--- src/rtl/kp_pkg.sv ---
// Keypad and 7-segment constants shared by the keypad/display path.
// Key encoding is one-hot as delivered by the keypad scanner.
package kp_pkg;

  localparam logic [11:0] KEY_1    = 12'h001;
  localparam logic [11:0] KEY_2    = 12'h002;
  localparam logic [11:0] KEY_3    = 12'h004;
  localparam logic [11:0] KEY_4    = 12'h008;
  localparam logic [11:0] KEY_5    = 12'h010;
  localparam logic [11:0] KEY_6    = 12'h020;
  localparam logic [11:0] KEY_7    = 12'h040;
  localparam logic [11:0] KEY_8    = 12'h080;
  localparam logic [11:0] KEY_9    = 12'h100;
  localparam logic [11:0] KEY_STAR = 12'h200;
  localparam logic [11:0] KEY_0    = 12'h400;
  localparam logic [11:0] KEY_HASH = 12'h800;

  // Segment order {a,b,c,d,e,f,g}, 1 = lit
  localparam logic [6:0] SEG_0     = 7'b1111110;
  localparam logic [6:0] SEG_1     = 7'b0110000;
  localparam logic [6:0] SEG_2     = 7'b1101101;
  localparam logic [6:0] SEG_3     = 7'b1111001;
  localparam logic [6:0] SEG_4     = 7'b0110011;
  localparam logic [6:0] SEG_5     = 7'b1011011;
  localparam logic [6:0] SEG_6     = 7'b1011111;
  localparam logic [6:0] SEG_7     = 7'b1110010;
  localparam logic [6:0] SEG_8     = 7'b1111111;
  localparam logic [6:0] SEG_9     = 7'b1111011;
  localparam logic [6:0] SEG_BLANK = 7'b0000000;
  localparam logic [6:0] SEG_DASH  = 7'b0000001;

  typedef enum logic [1:0] {
    ST_ENTRY   = 2'b00,
    ST_CHECK   = 2'b01,
    ST_OPEN    = 2'b10,
    ST_LOCKOUT = 2'b11
  } state_t;

  // BCD value of a one-hot digit key; b0..b8 are '1'..'9', b10 is '0'
  function automatic logic [3:0] key_digit(input logic [11:0] key);
    logic [3:0] d;
    d = 4'd0;
    for (int i = 0; i < 9; i++)
      if (key[i]) d = 4'(i + 1);
    return d;
  endfunction

endpackage

--- src/rtl/seg7_dec.sv ---
// Combinational BCD to 7-segment decoder; non-decimal codes show blank.
module seg7_dec
  import kp_pkg::*;
(
  input  logic [3:0] bcd,
  output logic [6:0] seg
);

  always_comb begin
    seg = SEG_BLANK;
    case (bcd)
      4'd0: seg = SEG_0;
      4'd1: seg = SEG_1;
      4'd2: seg = SEG_2;
      4'd3: seg = SEG_3;
      4'd4: seg = SEG_4;
      4'd5: seg = SEG_5;
      4'd6: seg = SEG_6;
      4'd7: seg = SEG_7;
      4'd8: seg = SEG_8;
      4'd9: seg = SEG_9;
      default: seg = SEG_BLANK;
    endcase
  end

endmodule

--- src/rtl/code_lock_ctrl.sv ---
// Two-digit code lock: keypad edge detect, digit buffer, check/open/lockout
// sequencing and the registered 7-segment display of the entry.
module code_lock_ctrl
  import kp_pkg::*;
#(
  parameter logic [7:0] CODE        = 8'h42,
  parameter int         MAX_TRY     = 3,
  parameter int         OPEN_CYCLES = 1000,
  parameter int         LOCK_CYCLES = 5000
) (
  input  logic        clk,
  input  logic        rst,
  input  logic [11:0] scan_data,
  input  logic        valid,
  output logic [6:0]  seg_hi,
  output logic [6:0]  seg_lo,
  output logic        unlock,
  output logic        alarm,
  output logic [1:0]  state,
  output logic [1:0]  fail_cnt
);

  localparam logic [23:0] OPEN_LOAD = 24'(OPEN_CYCLES - 1);
  localparam logic [23:0] LOCK_LOAD = 24'(LOCK_CYCLES - 1);
  localparam logic [2:0]  TRY_LIM   = 3'(MAX_TRY);

  state_t      state_q;
  logic        valid_q;
  logic [3:0]  buf_hi, buf_lo;
  logic        hi_v, lo_v;
  logic [23:0] timer;

  logic        key_ev, is_star, is_hash, code_match;
  logic [2:0]  fail_next;
  logic [3:0]  dec_hi_in, dec_lo_in;
  logic [6:0]  dec_hi, dec_lo;

  // Single event per press, and only for a clean one-hot code
  assign key_ev     = valid & ~valid_q & $onehot(scan_data);
  assign is_star    = scan_data[9];
  assign is_hash    = scan_data[11];
  assign code_match = hi_v & lo_v & ({buf_hi, buf_lo} == CODE);
  assign fail_next  = {1'b0, fail_cnt} + 3'd1;
  assign state      = state_q;

  always_ff @(posedge clk or negedge rst) begin
    if (!rst) begin
      state_q  <= ST_ENTRY;
      valid_q  <= 1'b0;
      buf_hi   <= 4'd0;
      buf_lo   <= 4'd0;
      hi_v     <= 1'b0;
      lo_v     <= 1'b0;
      timer    <= 24'd0;
      fail_cnt <= 2'd0;
      unlock   <= 1'b0;
      alarm    <= 1'b0;
    end else begin
      valid_q <= valid;
      case (state_q)
        ST_ENTRY: begin
          if (key_ev) begin
            if (is_star) begin
              state_q <= ST_CHECK;
            end else if (is_hash) begin
              hi_v <= 1'b0;
              lo_v <= 1'b0;
            end else begin
              buf_hi <= buf_lo;
              hi_v   <= lo_v;
              buf_lo <= key_digit(scan_data);
              lo_v   <= 1'b1;
            end
          end
        end
        ST_CHECK: begin
          hi_v <= 1'b0;
          lo_v <= 1'b0;
          if (code_match) begin
            state_q  <= ST_OPEN;
            fail_cnt <= 2'd0;
            timer    <= OPEN_LOAD;
            unlock   <= 1'b1;
          end else if (fail_next == TRY_LIM) begin
            state_q  <= ST_LOCKOUT;
            fail_cnt <= TRY_LIM[1:0];
            timer    <= LOCK_LOAD;
            alarm    <= 1'b1;
          end else begin
            state_q  <= ST_ENTRY;
            fail_cnt <= fail_next[1:0];
          end
        end
        ST_OPEN: begin
          // '#' takes priority over expiry; both leave the same way
          if ((key_ev && is_hash) || timer == 24'd0) begin
            state_q <= ST_ENTRY;
            unlock  <= 1'b0;
          end else begin
            timer <= timer - 24'd1;
          end
        end
        ST_LOCKOUT: begin
          if (timer == 24'd0) begin
            state_q  <= ST_ENTRY;
            alarm    <= 1'b0;
            fail_cnt <= 2'd0;
          end else begin
            timer <= timer - 24'd1;
          end
        end
        default: state_q <= ST_ENTRY;
      endcase
    end
  end

  // One decoder per digit; OPEN shows the stored code instead of the buffer
  assign dec_hi_in = (state_q == ST_OPEN) ? CODE[7:4] : buf_hi;
  assign dec_lo_in = (state_q == ST_OPEN) ? CODE[3:0] : buf_lo;

  seg7_dec u_dec_hi (.bcd(dec_hi_in), .seg(dec_hi));
  seg7_dec u_dec_lo (.bcd(dec_lo_in), .seg(dec_lo));

  always_ff @(posedge clk or negedge rst) begin
    if (!rst) begin
      seg_hi <= SEG_BLANK;
      seg_lo <= SEG_BLANK;
    end else begin
      case (state_q)
        ST_ENTRY: begin
          seg_hi <= hi_v ? dec_hi : SEG_BLANK;
          seg_lo <= lo_v ? dec_lo : SEG_BLANK;
        end
        ST_OPEN: begin
          seg_hi <= dec_hi;
          seg_lo <= dec_lo;
        end
        ST_LOCKOUT: begin
          seg_hi <= SEG_DASH;
          seg_lo <= SEG_DASH;
        end
        default: ; // CHECK holds the previous display
      endcase
    end
  end

endmodule

--- config.mk ---
export PLATFORM = sky130hd
export DESIGN_NAME = code_lock_ctrl
export DESIGN_NICKNAME = d
export VERILOG_FILES = /design/src/rtl/kp_pkg.sv /design/src/rtl/seg7_dec.sv /design/src/rtl/code_lock_ctrl.sv
export SDC_FILE = /design/constraint.sdc
export NUM_CORES = 1
export LEC_CHECK = 0
export BUFFER_PORTS_ARGS = -buffer_cell sky130_fd_sc_hd__buf_2
export CORE_MARGIN = 1.5
export CORE_UTILIZATION = 64
export CTS_CLUSTER_SIZE = 24
export DETAILED_ROUTE_END_ITERATION = 8
export GPL_ROUTABILITY_DRIVEN = 1
export HOLD_SLACK_MARGIN = 0.06
export PLACE_DENSITY = 0.87
export SYNTH_ARGS = -nofsm -noshare
export SYNTH_HDL_FRONTEND = slang
export SYNTH_SLANG_ARGS = --single-unit
--- constraint.sdc ---
create_clock -name clk -period 6.5 [get_ports clk]
set_input_delay 0.325 -clock clk [delete_from_list [all_inputs] [get_ports clk]]
set_output_delay 0.325 -clock clk [all_outputs]
set_load 0.02 [all_outputs]
* Word-level counts from Yosys, hierarchy flattened *
Memories as Yosys holds them, arrays and structs flattened.
Index checks and enable logic that the tools add are counted.

word-level totals
  logic and storage cells = 112
  memory bits (read-only) = 224
  output and inout port bits = 20
  memories = 2
  memory bits (writable) = 0
  bits in latches = 0
  bits in registers = 55
  input port bits = 15

cells by class
  bitwise logic cells = 7
  mux-type cells = 45
  multipliers = 0
  add/sub/neg operators = 13
  equal/unequal tests = 17
  $lt $le $gt $ge = 0
  shift operators = 0
  div/mod/pow operators = 0
  reduce and logical (&&, ||, !) cells = 16

memory list
  name              words  bits a word  rd ports  clocked after Yosys merged registers in  wr ports  RTL line        text
  (name not given)  16     7            1         0                                        0         seg7_dec.sv:11  case (bcd)
  (name not given)  16     7            1         0                                        0         seg7_dec.sv:11

operators with widths
  kind                     count
  $mux W24                 4
  $pmux W24 S3             1
  $pmux W7 S3              2
  $mux W4                  10
  $logic_not A24 Y1        1
  $sub A24 B1 Y24 const B  1
  $ne A2 B2 Y1 const B     10
  $mux W2                  8
  $reduce_and A4 Y1        4
  $mux W7                  2
  $add A1 B1 Y2            6
  $mux W1                  12
  $add A2 B2 Y3            3
  $eq A8 B7 Y1 const B     1
  $pmux W1 S2              4
  $pmux W2 S4              1
  $reduce_and A3 Y1        2
  $reduce_bool A2 Y1       3
  $reduce_bool A3 Y1       2
  $add A3 B3 Y4            1
  $add A4 B3 Y4            1
  $and A1 B1 Y1            4
  $eq A2 B2 Y1 const B     2
  $eq A4 B1 Y1 const B     1
  10 further kinds         12

* Logic depth before layout (Yosys ltp) *
Gate-level depths: netlist of run 1.

  depth after elaboration = 10
  gate-level depth with buffers = 16
  gate-level depth less buffers = 14

* Modules after synthesis *
From an unflattened synthesis of run 1, not the netlist that was laid out.

unflattened totals
  cell total of the unflattened synthesis = 361
  area, all modules = 3475.8 um^2

modules (own cells, without submodules)
  module          area each (um^2)  times used  cells an instance  seq. area each (um^2)
  code_lock_ctrl  3055.4            1           307                1376.3
  seg7_dec        210.2             2           27                 0.0

* Worst setup path before layout of run 1 *
OpenSTA, ideal clock, no wires.

  path kind = in2reg
  start = input scan_data[0]
  end = register timer[0]
  arrival = 4.101 ns
  path slack = 2.275 ns
  library setup time = 0.125 ns
  data required time = 6.375 ns
  stages on the path = 14
  path buffers = 0
  path through = fa_1 fa_1 inv_1 fa_1 fa_1 inv_1 ha_1 inv_1 fa_1 nor2b_1 a31oi_1 nor3_2 nor3_4 mux2_2

on the way
  cells in the longest elaborated chain, start to end = 10

ends and longest elaborated chain
  element                              RTL line               text
  from (decl)                          code_lock_ctrl.sv:13   input logic [11:0] scan_data,
  $add A1 B1 Y2 (implied by the code)  code_lock_ctrl.sv:39   assign key_ev = valid & ~valid_q & $onehot(scan_data);
  $add A2 B2 Y3 (implied by the code)  code_lock_ctrl.sv:39
  $add A3 B3 Y4 (implied by the code)  code_lock_ctrl.sv:39
  $add A4 B3 Y4 (implied by the code)  code_lock_ctrl.sv:39
  $eq A4 B1 Y1                         code_lock_ctrl.sv:39
  $and A1 B1 Y1                        code_lock_ctrl.sv:39
  $logic_and A1 B1 Y1                  code_lock_ctrl.sv:96   if ((key_ev && is_hash) || timer == 24'd0) begin
  $logic_or A1 B1 Y1                   code_lock_ctrl.sv:96
  $ne A2 B2 Y1 (no source line)        n/a
  $reduce_and A4 Y1 (no source line)   n/a
  to (signal assigned)                 code_lock_ctrl.sv:100  timer <= timer - 24'd1;
  to (signal assigned)                 code_lock_ctrl.sv:109  timer <= timer - 24'd1;
  to (decl)                            code_lock_ctrl.sv:31   logic [23:0] timer;

Every way passes these cells.
A chain may end at the register's enable or synchronous reset.

* Worst setup path in the final report of run 1 *
  start = input scan_data[0]
  end = register timer[1]

The elaborated chain is that of the path after synthesis.

==> results of run 1 <==
## registers in the layout, summed over array words and instances (netlist names), 2 cells and up
register	count
timer	24
seg_hi	7
seg_lo	7
buf_hi	4
buf_lo	4
fail_cnt	2
state	2
## area by class of cell
cell class	instances	area, um^2
clock buffer	5	68.82
multi-input combinational	274	1937
clock inverter	2	13.76
tap	70	87.58
fill	386	1419
timing repair buffer	38	200.2
sequential	55	1376
inverter	36	135.1
## Yosys cell counts, types with 7 or more instances
master                     instances
sky130_fd_sc_hd__dfrtp_1          55
sky130_fd_sc_hd__inv_1            36
sky130_fd_sc_hd__nand2_1          30
sky130_fd_sc_hd__o21ai_0          28
sky130_fd_sc_hd__a31oi_1          26
sky130_fd_sc_hd__nor2_1           25
sky130_fd_sc_hd__a21oi_1          16
sky130_fd_sc_hd__ha_1             15
sky130_fd_sc_hd__clkbuf_1         12
sky130_fd_sc_hd__nor3_1           11
sky130_fd_sc_hd__a22o_1            9
sky130_fd_sc_hd__nand3_1           9
sky130_fd_sc_hd__nand2b_1          8
sky130_fd_sc_hd__fa_1              7
sky130_fd_sc_hd__or3_1             7
## worst min-delay path by stage
stage / from / to / slack [ps] / cells past startpoint
finish: rst / timer[11]$_DFFE_PN0P_ / 120 / 2
global route: valid / valid_q$_DFF_PN0_ / 130 / 1
CTS: valid / valid_q$_DFF_PN0_ / 130 / 1
detailed placement: valid / valid_q$_DFF_PN0_ / 450 / 1
global placement: valid / valid_q$_DFF_PN0_ / 450 / 1
floorplan: rst / alarm$_DFFE_PN0P_ / 30 / 0
## through the flow
step	worst slack (ps)	hold slack, ps	utilization
after floorplan	2275	29.41	-
after global placement	1485	447.2	0.7133
after detailed placement	1348	449.0	0.7133
after CTS	1671	130.8	0.7291
after global routing	1379	129.3	0.7291
final	1689	123.2	0.7291
## power by group through the flow
| stage | clock network [uW] | logic [uW] | registers (uW) |
|---|---|---|---|
| after floorplan | 0 | 324 | 528 |
| after global placement | 0 | 415 | 533 |
| after detailed placement | 0 | 436 | 537 |
| after CTS | 189 | 439 | 530 |
| after global routing | 198 | 495 | 548 |
| final | 186 | 437 | 534 |
## metal layers
metal	part of all wire	GRT usage	wire [um]
met1	0.42	0.3733	3428
met2	0.50	0.4791	4001
met3	0.063	0.04000	507
met4	0.017	0.1000	138
met5	0	0	0
## logic make-up after synthesis
group / count (synthesis) / synth area share
flops: 55 / 0.3865
compound gates: 115 / 0.2168
mux: 6 / 0.01862
simple gates: 131 / 0.2164
buf+inv: 57 / 0.06957
fa+ha+maj: 22 / 0.09206
==> metrics.json, run 1 <==
{
  "fin_nets": 447,
  "initial_antenna_violation_count": 0,
  "worst_ep_required_time_ps": 6700,
  "pin_slew_with_the_least_headroom_to_its_limit_ps": 893.5,
  "globalplace.congestion": 0.8533,
  "grt_setup_unrepaired": "false",
  "grt_pass1_wl_um": 13810,
  "timing_worst_setup_path_type": "in -> reg",
  "globalRouteOverflowTotal": 0,
  "yosys_most_used_dff": "sky130_fd_sc_hd__dfrtp_1",
  "finish.cell_count_without_fillers": 480,
  "post_drt_via_cell_ratio": 6.479,
  "async_reset_ff_frac": 1.000,
  "synth.largest_area_cell": "sky130_fd_sc_hd__dfrtp_1",
  "io-pin-count": 35,
  "synth_cell_type_count": 63,
  "critical-path-slowest-cell": "sky130_fd_sc_hd__nor3_4",
  "std_cell_rows": 26,
  "clock_tree.htree_level_count": 2,
  "fmax_ghz": 0.2078,
  "status": "finished, final reports clean",
  "syn_avg_cell_area_um2": 9.225,
  "worst-endpoint-arrival_ps": 5010,
  "endpoint_kind": "flop",
  "most_common_cell_after_layout_fill_and_taps_aside": "sky130_fd_sc_hd__dfrtp_1",
  "critical_path_s_largest_stage_delay_ps": 790,
  "layout-drive-gt1-share": 0.1659,
  "rr_startpoint": "buf_lo[3]$_DFFE_PN0P_",
  "number_of_flip_flops_and_latches_in_the_synthesized_netlist": 55,
  "power.share.sequential": 0.462,
  "critical_path_buf_inv_count": 4,
  "post_drt_wl_per_cell_um": 16.83,
  "drcViolationCount": 0,
  "worst_path_dominant_cell_family": "adder cells",
  "synth_area_leaders": "sky130_fd_sc_hd__dfrtp_1 39%, sky130_fd_sc_hd__ha_1 5.3%, sky130_fd_sc_hd__a31oi_1 4.6%, sky130_fd_sc_hd__fa_1 3.9%, sky130_fd_sc_hd__o21ai_0 3.9%",
  "cp-endpoint": "timer[1]$_DFFE_PN0P_",
  "drt_first_iter_violations": 293,
  "vias": 3110,
  "total_power_draw_uw": 1157,
  "timing.reg2reg.setup_slack_ps": 3720,
  "layout_min_cycle_time_ps": 4811,
  "worst_path_most_repeated_cell": "sky130_fd_sc_hd__fa_1",
  "yosysWarnings": 0,
  "cts_tree": "yes",
  "most_frequent_cells_in_the_layout": "55 x sky130_fd_sc_hd__dfrtp_1, 36 x sky130_fd_sc_hd__inv_1, 34 x sky130_fd_sc_hd__buf_2, 30 x sky130_fd_sc_hd__nand2_1, 28 x sky130_fd_sc_hd__o21ai_0",
  "internal_power_uw": 686.3,
  "syn-num-nets": 423,
  "power.density_nw_per_um2": 302.9,
  "synth-edff-count": 0,
  "min_path_type": "in -> async",
  "postCtsSetupBuffers": 0,
  "placed_cells_incl_taps": 473,
  "clk_path_buf_depth": 2,
  "grt_util_all_layers": 0.2842,
  "synth.yosys.seq_area_share": 0.3865,
  "critical_path_cell_count": 15,
  "antenna_violating_nets_post_route": 0,
  "first_global_vias": 3002,
  "clock_tree.root_cell": "sky130_fd_sc_hd__clkbuf_8",
  "die-area_um2": 6020,
  "post-route-period-util": 0.7402,
  "setup_tns_ps": 0,
  "cts_clock_pin_slew_for_the_worst_setup_and_hold_paths_ps": 100,
  "postCtsResizedCells": 0,
  "peak_supply_drop_mv": 0.1966,
  "setup.worst_path.start": "scan_data[0]",
  "floorplan.initialDensity": 0.6799,
  "postPlaceCellArea_um2": 3736,
  "crit_path_cell_trace": "buf_2 -> fa_1 -> fa_1 -> inv_1 -> fa_1 -> fa_1 -> inv_1 -> ha_1 -> inv_1 -> fa_1 -> nor2b_1 -> a31oi_1 -> nor3_2 -> nor3_4 -> mux2_2",
  "switching_share": 0.4067,
  "placeableCoreArea_um2": 5238,
  "switchingPower_uw": 470.5,
  "io_buffer_count": 34,
  "layout-area-overhead-vs-synth_pct": 7.238,
  "drt_wl_total_um": 8076,
  "ff2ff_path_depth": 5,
  "hold_violations": 0,
  "post-route-cell-area_um2": 3819,
  "hpwlAfterDp_um": 5705,
  "grt_start_max_net_pins": 56,
  "detailedRoute.firstPassIterationCount": 5,
  "final-max-slew-violation-count": 0,
  "worstSetupStartpointType": "input port",
  "width_of_the_die_um": 77.59,
  "comb_power_frac": 0.378,
  "mappedNetlistArea_um2": 3561,
  "cts_inserted_buffers": 5,
  "synth_largest_type_area_fraction": 0.3865,
  "fin_skew_ps": 10.47,
  "slew_headroom": 0.4024,
  "die_height_um": 77.59,
  "cap_violations": 0,
  "power_leakage_uw": 0.001733,
  "r2r-end": "timer[1]$_DFFE_PN0P_",
  "num_antenna_cells": 0,
  "clock_latency_of_the_later_clocked_register_in_the_worst_skew_pair_ps": 310,
  "critical_path.max_fanout": 22,
  "power.share.clock": 0.161,
  "cts-hold-fix-buffers": 0,
  "synthesis.instances": 386,
  "finalSetupViolations": 0,
  "cts.sinks": 55
}
(Power assumes the default switching activity.)
==> run 2: changes to the inputs <==
Settings changed: CORE_UTILIZATION 64 to 54, PLACE_DENSITY 0.87 to 0.79.
Clock period 6.5 ns to 3.9 ns, I/O delays scaled along.
==> run 2 against run 1 <==
Net effect: the flow now finishes with violations (setup timing); cell count increased by 7.1%; die area increased by 18%; setup slack worse by 1800 ps; critical path type unchanged.
==> metrics.json, run 2 (same netlist as run 1, synthesis figures left out) <==
{
  "critical_path_s_largest_stage_delay": {"value": 510, "unit": "ps", "change": "-280 ps"},
  "globalplace.congestion": {"value": 0.9052, "change": "+6.1%"},
  "cts_inserted_buffers": {"value": 5, "change": "unchanged"},
  "largest_register_ffs": {"value": 24, "change": "unchanged"},
  "floorplan.initialDensity": {"value": 0.5608, "change": "-0.1191"},
  "num_antenna_cells": {"value": 0, "change": "unchanged"},
  "first_global_vias": {"value": 3049, "change": "+1.6%"},
  "min_path_type": "in -> reg",
  "peak_supply_drop": {"value": 0.3103, "unit": "mV", "change": "+58%"},
  "setup_tns": {"value": -1367, "unit": "ps", "change": "-1367 ps"},
  "width_of_the_die": {"value": 84.21, "unit": "um", "change": "+8.5%"},
  "post_layout_utilization_of_the_core": {"value": 0.6885, "change": "-0.04062"},
  "finalSetupViolations": {"value": 29, "change": "+29"},
  "vias": {"value": 3316, "change": "+6.6%"},
  "postPlaceCellArea": {"value": 3911, "unit": "um^2", "change": "+4.7%"},
  "grt_util_all_layers": {"value": 0.2451, "change": "-0.03913"},
  "worstSetupStartpointType": "input port",
  "std_cell_rows": {"value": 29, "change": "+12%"},
  "hold_violations": {"value": 0, "change": "unchanged"},
  "drt_first_iter_violations": {"value": 313, "change": "+6.8%"},
  "grt_pass1_wl": {"value": 14260, "unit": "um", "change": "+3.3%"},
  "worst_path_dominant_cell_family": "adder cells",
  "initial_antenna_violation_count": {"value": 0, "change": "unchanged"},
  "worst-endpoint-arrival": {"value": 4240, "unit": "ps", "change": "-770 ps"},
  "grt_start_max_net_pins": {"value": 56, "change": "unchanged"},
  "die_height": {"value": 84.21, "unit": "um", "change": "+8.5%"},
  "io-pin-count": {"value": 35, "change": "unchanged"},
  "fin_nets": {"value": 473, "change": "+5.8%"},
  "most_common_cell_after_layout_fill_and_taps_aside": "sky130_fd_sc_hd__dfrtp_1",
  "final-seq-area": {"value": 1376, "unit": "um^2", "change": "unchanged"},
  "pin_slew_with_the_least_headroom_to_its_limit": {"value": 1329, "unit": "ps", "change": "+435.6 ps"},
  "failed_checks": "setup timing",
  "largest_registers": "timer: 24 flops, seg_hi: 7 flops, seg_lo: 7 flops",
  "final-max-slew-violation-count": {"value": 0, "change": "unchanged"},
  "layout_min_cycle_time_ps": 4057,
  "drt_wl_total": {"value": 9051, "unit": "um", "change": "+12%"},
  "setup_slack": {"value": -157.3, "unit": "ps", "change": "-1846 ps"},
  "power.density": {"value": 509.5, "unit": "nW/um^2", "change": "+68%"},
  "drcViolationCount": {"value": 0, "change": "unchanged"},
  "clock_tree.root_cell": "sky130_fd_sc_hd__clkbuf_8",
  "critical_path_buf_inv_count": {"value": 5, "change": "+1"},
  "multiInputGateArea": {"value": 2158, "unit": "um^2", "change": "+11%"},
  "holdWs": {"value": 202.1, "unit": "ps", "change": "+78.88 ps"},
  "globalRouteOverflowTotal": {"value": 0, "change": "unchanged"},
  "die-area": {"value": 7090, "unit": "um^2", "change": "+18%"},
  "layout-area-overhead-vs-synth_pct": 22.77,
  "clock_tree.htree_level_count": {"value": 2, "change": "unchanged"},
  "endpoint_kind": "flop",
  "most_frequent_cells_in_the_layout": "55 x sky130_fd_sc_hd__dfrtp_1, 35 x sky130_fd_sc_hd__inv_1, 32 x sky130_fd_sc_hd__buf_2, 30 x sky130_fd_sc_hd__nand2_1",
  "worst_ep_required_time": {"value": 4080, "unit": "ps", "change": "-2620 ps"},
  "slew_headroom": {"value": 0.1098, "change": "-0.2926"},
  "status": "finished, violations left",
  "worst_path_most_repeated_cell": "sky130_fd_sc_hd__fa_1",
  "cts_clock_pin_slew_for_the_worst_setup_and_hold_paths": {"value": 100, "unit": "ps", "change": "about the same"},
  "crit_path_cell_trace": "buf_6 -> fa_1 -> fa_1 -> inv_1 -> fa_1 -> fa_1 -> inv_1 -> ha_2 -> inv_2 -> fa_2 -> nor2b_4 -> nand4_1 -> or3_4 -> clkbuf_16 -> a41oi_2 -> a31oi_1",
  "cts_tree": "yes",
  "post_drt_wl_per_cell": {"value": 17.61, "unit": "um", "change": "+4.7%"},
  "critical-path-slowest-cell": "sky130_fd_sc_hd__fa_1",
  "clk_path_buf_depth": {"value": 2, "change": "unchanged"},
  "grt_setup_unrepaired": "true",
  "detailedRoute.firstPassIterationCount": {"value": 5, "change": "unchanged"},
  "fillerInstances": {"value": 446, "change": "+16%"},
  "timing_worst_setup_path_type": "in -> reg",
  "clock_latency_of_the_later_clocked_register_in_the_worst_skew_pair": {"value": 310, "unit": "ps", "change": "about the same"},
  "layout-drive-gt1-share": {"value": 0.2632, "change": "+0.09730"},
  "cts.sinks": {"value": 55, "change": "unchanged"},
  "cap_violations": {"value": 0, "change": "unchanged"},
  "post-route-period-util": 1.040,
  "register_with_the_highest_flop_count": "timer",
  "post_drt_via_cell_ratio": {"value": 6.451, "change": "-0.43%"},
  "antenna_violating_nets_post_route": {"value": 0, "change": "unchanged"},
  "total_power_draw": {"value": 2227, "unit": "uW", "change": "+93%"},
  "fin_skew": {"value": 7.885, "unit": "ps", "change": "-2.587 ps"},
  "fmax_ghz": 0.2465,
  "critical_path.max_fanout": {"value": 5, "change": "-77%"},
  "power_leakage": {"value": 0.001946, "unit": "uW", "change": "+12%"},
  "placeableCoreArea": {"value": 6350, "unit": "um^2", "change": "+21%"},
  "io_buffer_count": {"value": 34, "change": "unchanged"},
  "post-route-cell-area": {"value": 4372, "unit": "um^2", "change": "+14%"},
  "hpwlAfterDp": {"value": 5902, "unit": "um", "change": "+3.5%"}
}
-- run 2: changes by cell type in the layout (fill, tap and decap cells not counted), sizes merged --
cell and delta:
clkbuf +3, dlygate4sd3 +2, clkinv -1, buf +22, bufinv +1
-- run 2: final cells by class --
| type | instances | area share |
|---|---|---|
| clock buffers | 6 | 0.01889 |
| clock inverters | 2 | 0.008014 |
| inverters | 36 | 0.03091 |
| multi-input cells | 274 | 0.4937 |
| flip-flops and latches | 55 | 0.3148 |
| well taps | 77 | 0.02204 |
| repair buffers | 64 | 0.1116 |
-- run 2: metrics by stage --
| stage | cells | setup slack [ps] |
|---|---|---|
| floorplan | 386 | -116.5 |
| global placement | 496 | -262.2 |
| detailed placement | 496 | -413.4 |
| CTS | 510 | -30.49 |
| global route | 514 | -281.8 |
| finish | 514 | -157.3 |
-- run 2: worst paths after layout --
path                                        from                     to  slack, ps  depth (start not counted)
max                                 scan_data[3]  timer[21]$_DFFE_PN0P_       -160                         16
min                                 scan_data[8]  buf_lo[2]$_DFFE_PN0P_        200                          4
max reg2reg                 timer[0]$_DFFE_PN0P_  timer[17]$_DFFE_PN0P_        880                          8
min reg2reg                seg_hi[3]$_DFFE_PN0P_  seg_hi[3]$_DFFE_PN0P_        480                          2
max in group asynchronous                    rst  seg_lo[2]$_DFFE_PN0P_       2890                          3
min in group asynchronous                    rst   timer[6]$_DFFE_PN0P_        530                          3
-- run 2: what timing repair did --
item                                   4_1_cts  5_1_grt
setup buffers                                4        2
endpoints found under the hold margin       56        0
hold buffers                                 2        0
pin swaps                                    6        8
setup endpoints to repair                   18       36
gates cloned                                 0        2
resized for setup                           13       29
-- run 2: power breakdown --
part / leakage [uW] / switching, uW / internal [uW]
sequential: 0.000697 / 192 / 702
combinational: 0.00119 / 483 / 448
clock: 0.0000612 / 194 / 208
total: 0.00195 / 869 / 1360
-- run 2: metal layers --
layer / up-vias / GRT usage / share of wire
li1: 1506 / - / -
met1: 1648 / 0.3323 / 0.45
met2: 139 / 0.4000 / 0.47
met3: 23 / 0.04720 / 0.052
met4: 0 / 0.07750 / 0.023
met5: - / 0 / 0
-- run 2: worst min-delay path: stages --
cell and delay, ps:
sky130_fd_sc_hd__buf_2 90, sky130_fd_sc_hd__nor2_1 60, sky130_fd_sc_hd__o41ai_1 60, sky130_fd_sc_hd__mux2i_1 70
==> run 3: changes to the inputs <==
Settings changed: CORE_UTILIZATION 54 to 60, PLACE_DENSITY 0.79 to 0.83.
Clock period 3.9 ns to 3.8 ns, I/O delays scaled along.
==> run 3 against run 2 <==
Net effect: combinational power up 2.1%; the flow still finishes with violations (setup timing); cell count up 0.19%; highest routed layer unchanged; sequential power up 2.8%; critical path type unchanged; hold slack worse by 28 ps; power down 0.35%; global-route usage up 3.8 points; sequential cell count unchanged; utilization up 8.8 points; via count up 1.3%.
==> metrics.json, run 3 (same netlist as run 1, synthesis figures left out) <==
{
  "status": "finished, violations left",
  "failed_checks": "setup timing",
  "post_drt_wl_per_cell": {"value": 17.72, "unit": "um", "change": "+0.61%"},
  "switchingPower": {"value": 915.8, "unit": "uW", "change": "+5.4%"},
  "cap_violations": {"value": 0, "change": "unchanged"},
  "grt_util_all_layers": {"value": 0.2831, "change": "+0.03801"},
  "slew_headroom": {"value": 0.5217, "change": "+0.4119"},
  "pin_slew_with_the_least_headroom_to_its_limit": {"value": 717.5, "unit": "ps", "change": "-611.6 ps"},
  "grt_start_max_net_pins": {"value": 41, "change": "-27%"},
  "most_common_cell_after_layout_fill_and_taps_aside": "sky130_fd_sc_hd__dfrtp_1",
  "ff2ff_path_depth": {"value": 7, "change": "-1"},
  "clk_path_buf_depth": {"value": 2, "change": "unchanged"},
  "fin_skew": {"value": 18.20, "unit": "ps", "change": "+10.31 ps"},
  "min_from": "scan_data[8]",
  "critical-path-slowest-cell": "sky130_fd_sc_hd__fa_1",
  "whs_endpoint": "buf_lo[0]$_DFFE_PN0P_",
  "clock_tree.htree_level_count": {"value": 2, "change": "unchanged"},
  "rr_startpoint": "timer[0]$_DFFE_PN0P_",
  "crit_path_cell_trace": "buf_6 -> fa_1 -> fa_1 -> inv_2 -> fa_1 -> fa_1 -> inv_1 -> ha_2 -> inv_2 -> fa_2 -> nor2b_4 -> nand4_1 -> buf_4 -> nor3_4 -> nor3_4 -> buf_4 -> a31oi_1",
  "setup_slack": {"value": -155.0, "unit": "ps", "change": "+2.322 ps"},
  "critical_path_s_largest_stage_delay": {"value": 540, "unit": "ps", "change": "+30 ps"},
  "layout-drive-gt1-share": {"value": 0.2799, "change": "+0.01675"},
  "worst_hold_path.num_cells": {"value": 3, "change": "-1"},
  "largest_registers": "timer: 24 flops, seg_hi: 7 flops, seg_lo: 7 flops",
  "placeableCoreArea": {"value": 5608, "unit": "um^2", "change": "-12%"},
  "worst_path_most_repeated_cell": "sky130_fd_sc_hd__fa_1",
  "drt_first_iter_violations": {"value": 404, "change": "+29%"},
  "cts_inserted_buffers": {"value": 5, "change": "unchanged"},
  "critical_path.max_fanout": {"value": 6, "change": "+1"},
  "total_power_draw": {"value": 2219, "unit": "uW", "change": "-0.35%"},
  "most_frequent_cells_in_the_layout": "55 x sky130_fd_sc_hd__dfrtp_1, 34 x sky130_fd_sc_hd__inv_1, 32 x sky130_fd_sc_hd__buf_2, 30 x sky130_fd_sc_hd__nand2_1, 25 x sky130_fd_sc_hd__buf_4",
  "finalSetupViolations": {"value": 34, "change": "+17%"},
  "hpwlAfterDp": {"value": 5957, "unit": "um", "change": "+0.93%"},
  "first_global_vias": {"value": 2989, "change": "-2.0%"},
  "die_height": {"value": 80.04, "unit": "um", "change": "-4.9%"},
  "floorplan.initialDensity": {"value": 0.6350, "change": "+0.07420"},
  "register_with_the_highest_flop_count": "timer",
  "layout-area-overhead-vs-synth_pct": 22.35,
  "io-pin-count": {"value": 35, "change": "unchanged"},
  "drt_wl_total": {"value": 9124, "unit": "um", "change": "+0.81%"},
  "power.share.sequential": {"value": 0.414, "change": "+0.013"},
  "globalRouteOverflowTotal": {"value": 0, "change": "unchanged"},
  "timing_worst_setup_path_type": "in -> reg",
  "cts.sinks": {"value": 55, "change": "unchanged"},
  "r2r-end": "timer[20]$_DFFE_PN0P_",
  "power_leakage": {"value": 0.001940, "unit": "uW", "change": "-0.28%"},
  "grt_pass1_wl": {"value": 14190, "unit": "um", "change": "-0.53%"},
  "worst_ep_required_time": {"value": 4000, "unit": "ps", "change": "-80 ps"},
  "holdWs": {"value": 173.9, "unit": "ps", "change": "-28.13 ps"},
  "fmax_ghz": 0.2528,
  "grt_setup_unrepaired": "true",
  "worstSetupStartpointType": "input port",
  "clock_latency_of_the_later_clocked_register_in_the_worst_skew_pair": {"value": 330, "unit": "ps", "change": "+20 ps"},
  "largest_register_ffs": {"value": 24, "change": "unchanged"},
  "peak_supply_drop": {"value": 0.2936, "unit": "mV", "change": "-5.4%"},
  "std_cell_rows": {"value": 27, "change": "-6.9%"},
  "io_buffer_count": {"value": 34, "change": "unchanged"},
  "hold_violations": {"value": 0, "change": "unchanged"},
  "fillerInstances": {"value": 397, "change": "-11%"},
  "final-max-slew-violation-count": {"value": 0, "change": "unchanged"},
  "internal_power": {"value": 1304, "unit": "uW", "change": "-4.0%"},
  "post-route-period-util": 1.041,
  "num_antenna_cells": {"value": 0, "change": "unchanged"},
  "power.share.clock": {"value": 0.158, "change": "-0.023"},
  "die-area": {"value": 6406, "unit": "um^2", "change": "-9.6%"},
  "drcViolationCount": {"value": 0, "change": "unchanged"},
  "detailedRoute.firstPassIterationCount": {"value": 6, "change": "+1"},
  "initial_antenna_violation_count": {"value": 0, "change": "unchanged"},
  "fin_nets": {"value": 479, "change": "+1.3%"},
  "layout_min_cycle_time_ps": 3955,
  "power.density": {"value": 509.4, "unit": "nW/um^2", "change": "about the same"},
  "vias": {"value": 3359, "change": "+1.3%"},
  "endpoint_kind": "flop",
  "antenna_violating_nets_post_route": {"value": 0, "change": "unchanged"},
  "clock_tree.root_cell": "sky130_fd_sc_hd__clkbuf_8",
  "comb_power_frac": {"value": 0.428, "change": "+0.010"},
  "worst-endpoint-arrival": {"value": 4150, "unit": "ps", "change": "-90 ps"},
  "globalplace.congestion": {"value": 0.9338, "change": "+3.2%"},
  "timing.reg2reg.setup_slack": {"value": 1190, "unit": "ps", "change": "+310 ps"},
  "min_path_type": "in -> reg",
  "setup_tns": {"value": -3485, "unit": "ps", "change": "-2119 ps"},
  "cts_clock_pin_slew_for_the_worst_setup_and_hold_paths": {"value": 100, "unit": "ps", "change": "about the same"},
  "cts_tree": "yes",
  "post_drt_via_cell_ratio": {"value": 6.522, "change": "+1.1%"},
  "width_of_the_die": {"value": 80.04, "unit": "um", "change": "-4.9%"},
  "switching_share": {"value": 0.4126, "change": "+0.02254"}
}
run 3: layout make-up:
type	instances	area, um^2	share of cell area
sequential	55	1376	0.3159
timing repair buffer	70	491.7	0.1129
multi-input combinational	274	2170	0.4980
inverter	36	135.1	0.03102
clock inverter	3	25.02	0.005744
clock buffer	5	68.82	0.01580
tap	72	90.09	0.02068
run 3: worst max-delay path by stage:
stage / endpoint / cells after the start / slack (ps) / startpoint
2_1_floorplan: timer[3]$_DFFE_PN0P_ / 16 / -210 / scan_data[0]
3_3_place_gp: timer[14]$_DFFE_PN0P_ / 16 / -360 / scan_data[0]
3_5_place_dp: timer[4]$_DFFE_PN0P_ / 16 / -540 / scan_data[0]
4_1_cts: timer[16]$_DFFE_PN0P_ / 16 / -120 / scan_data[3]
5_1_grt: timer[14]$_DFFE_PN0P_ / 17 / -290 / scan_data[3]
6_report: timer[21]$_DFFE_PN0P_ / 17 / -150 / scan_data[3]
run 3: critical path, delay by kind of cell:
kind / cells / cell delay, ps
fa+ha+maj: 6 / 2580
buf+inv: 6 / 610
compound gates: 1 / 90
simple gates: 4 / 670
run 3: timing repair:
action,CTS,global route
gates cloned,3,0
endpoints found under the hold margin,16,0
pin swaps,12,10
endpoints found under the setup margin,29,36
hold buffers,2,0
buffers inserted,4,4
gates resized for setup,21,25
run 3: stage by stage:
step / instance area, um^2 / worst slack, ps / std cells / util
global route: 4357 / -289.3 / 515 / 0.7769
finish: 4357 / -155.0 / 515 / 0.7769
CTS: 4199 / -123.8 / 511 / 0.7488
global placement: 3944 / -363.4 / 494 / 0.7033
detailed placement: 3944 / -535.0 / 494 / 0.7033
floorplan: 3638 / -209.4 / 386 / -
run 3: power groups by stage:
stage          combinational (uW)  clock (uW)  sequential, uW
3_5_place_dp                  840           0             914
2_1_floorplan                 609           0             904
4_1_cts                       884         345             907
3_3_place_gp                  801           0             905
5_1_grt                      1050         376             940
6_report                      951         350             919
run 3: metal layers:
layer / wire length, um / track usage
met5: 0 / 0
met4: 203 / 0.09655
met3: 676 / 0.04914
met2: 4387 / 0.4378
met1: 3857 / 0.4009
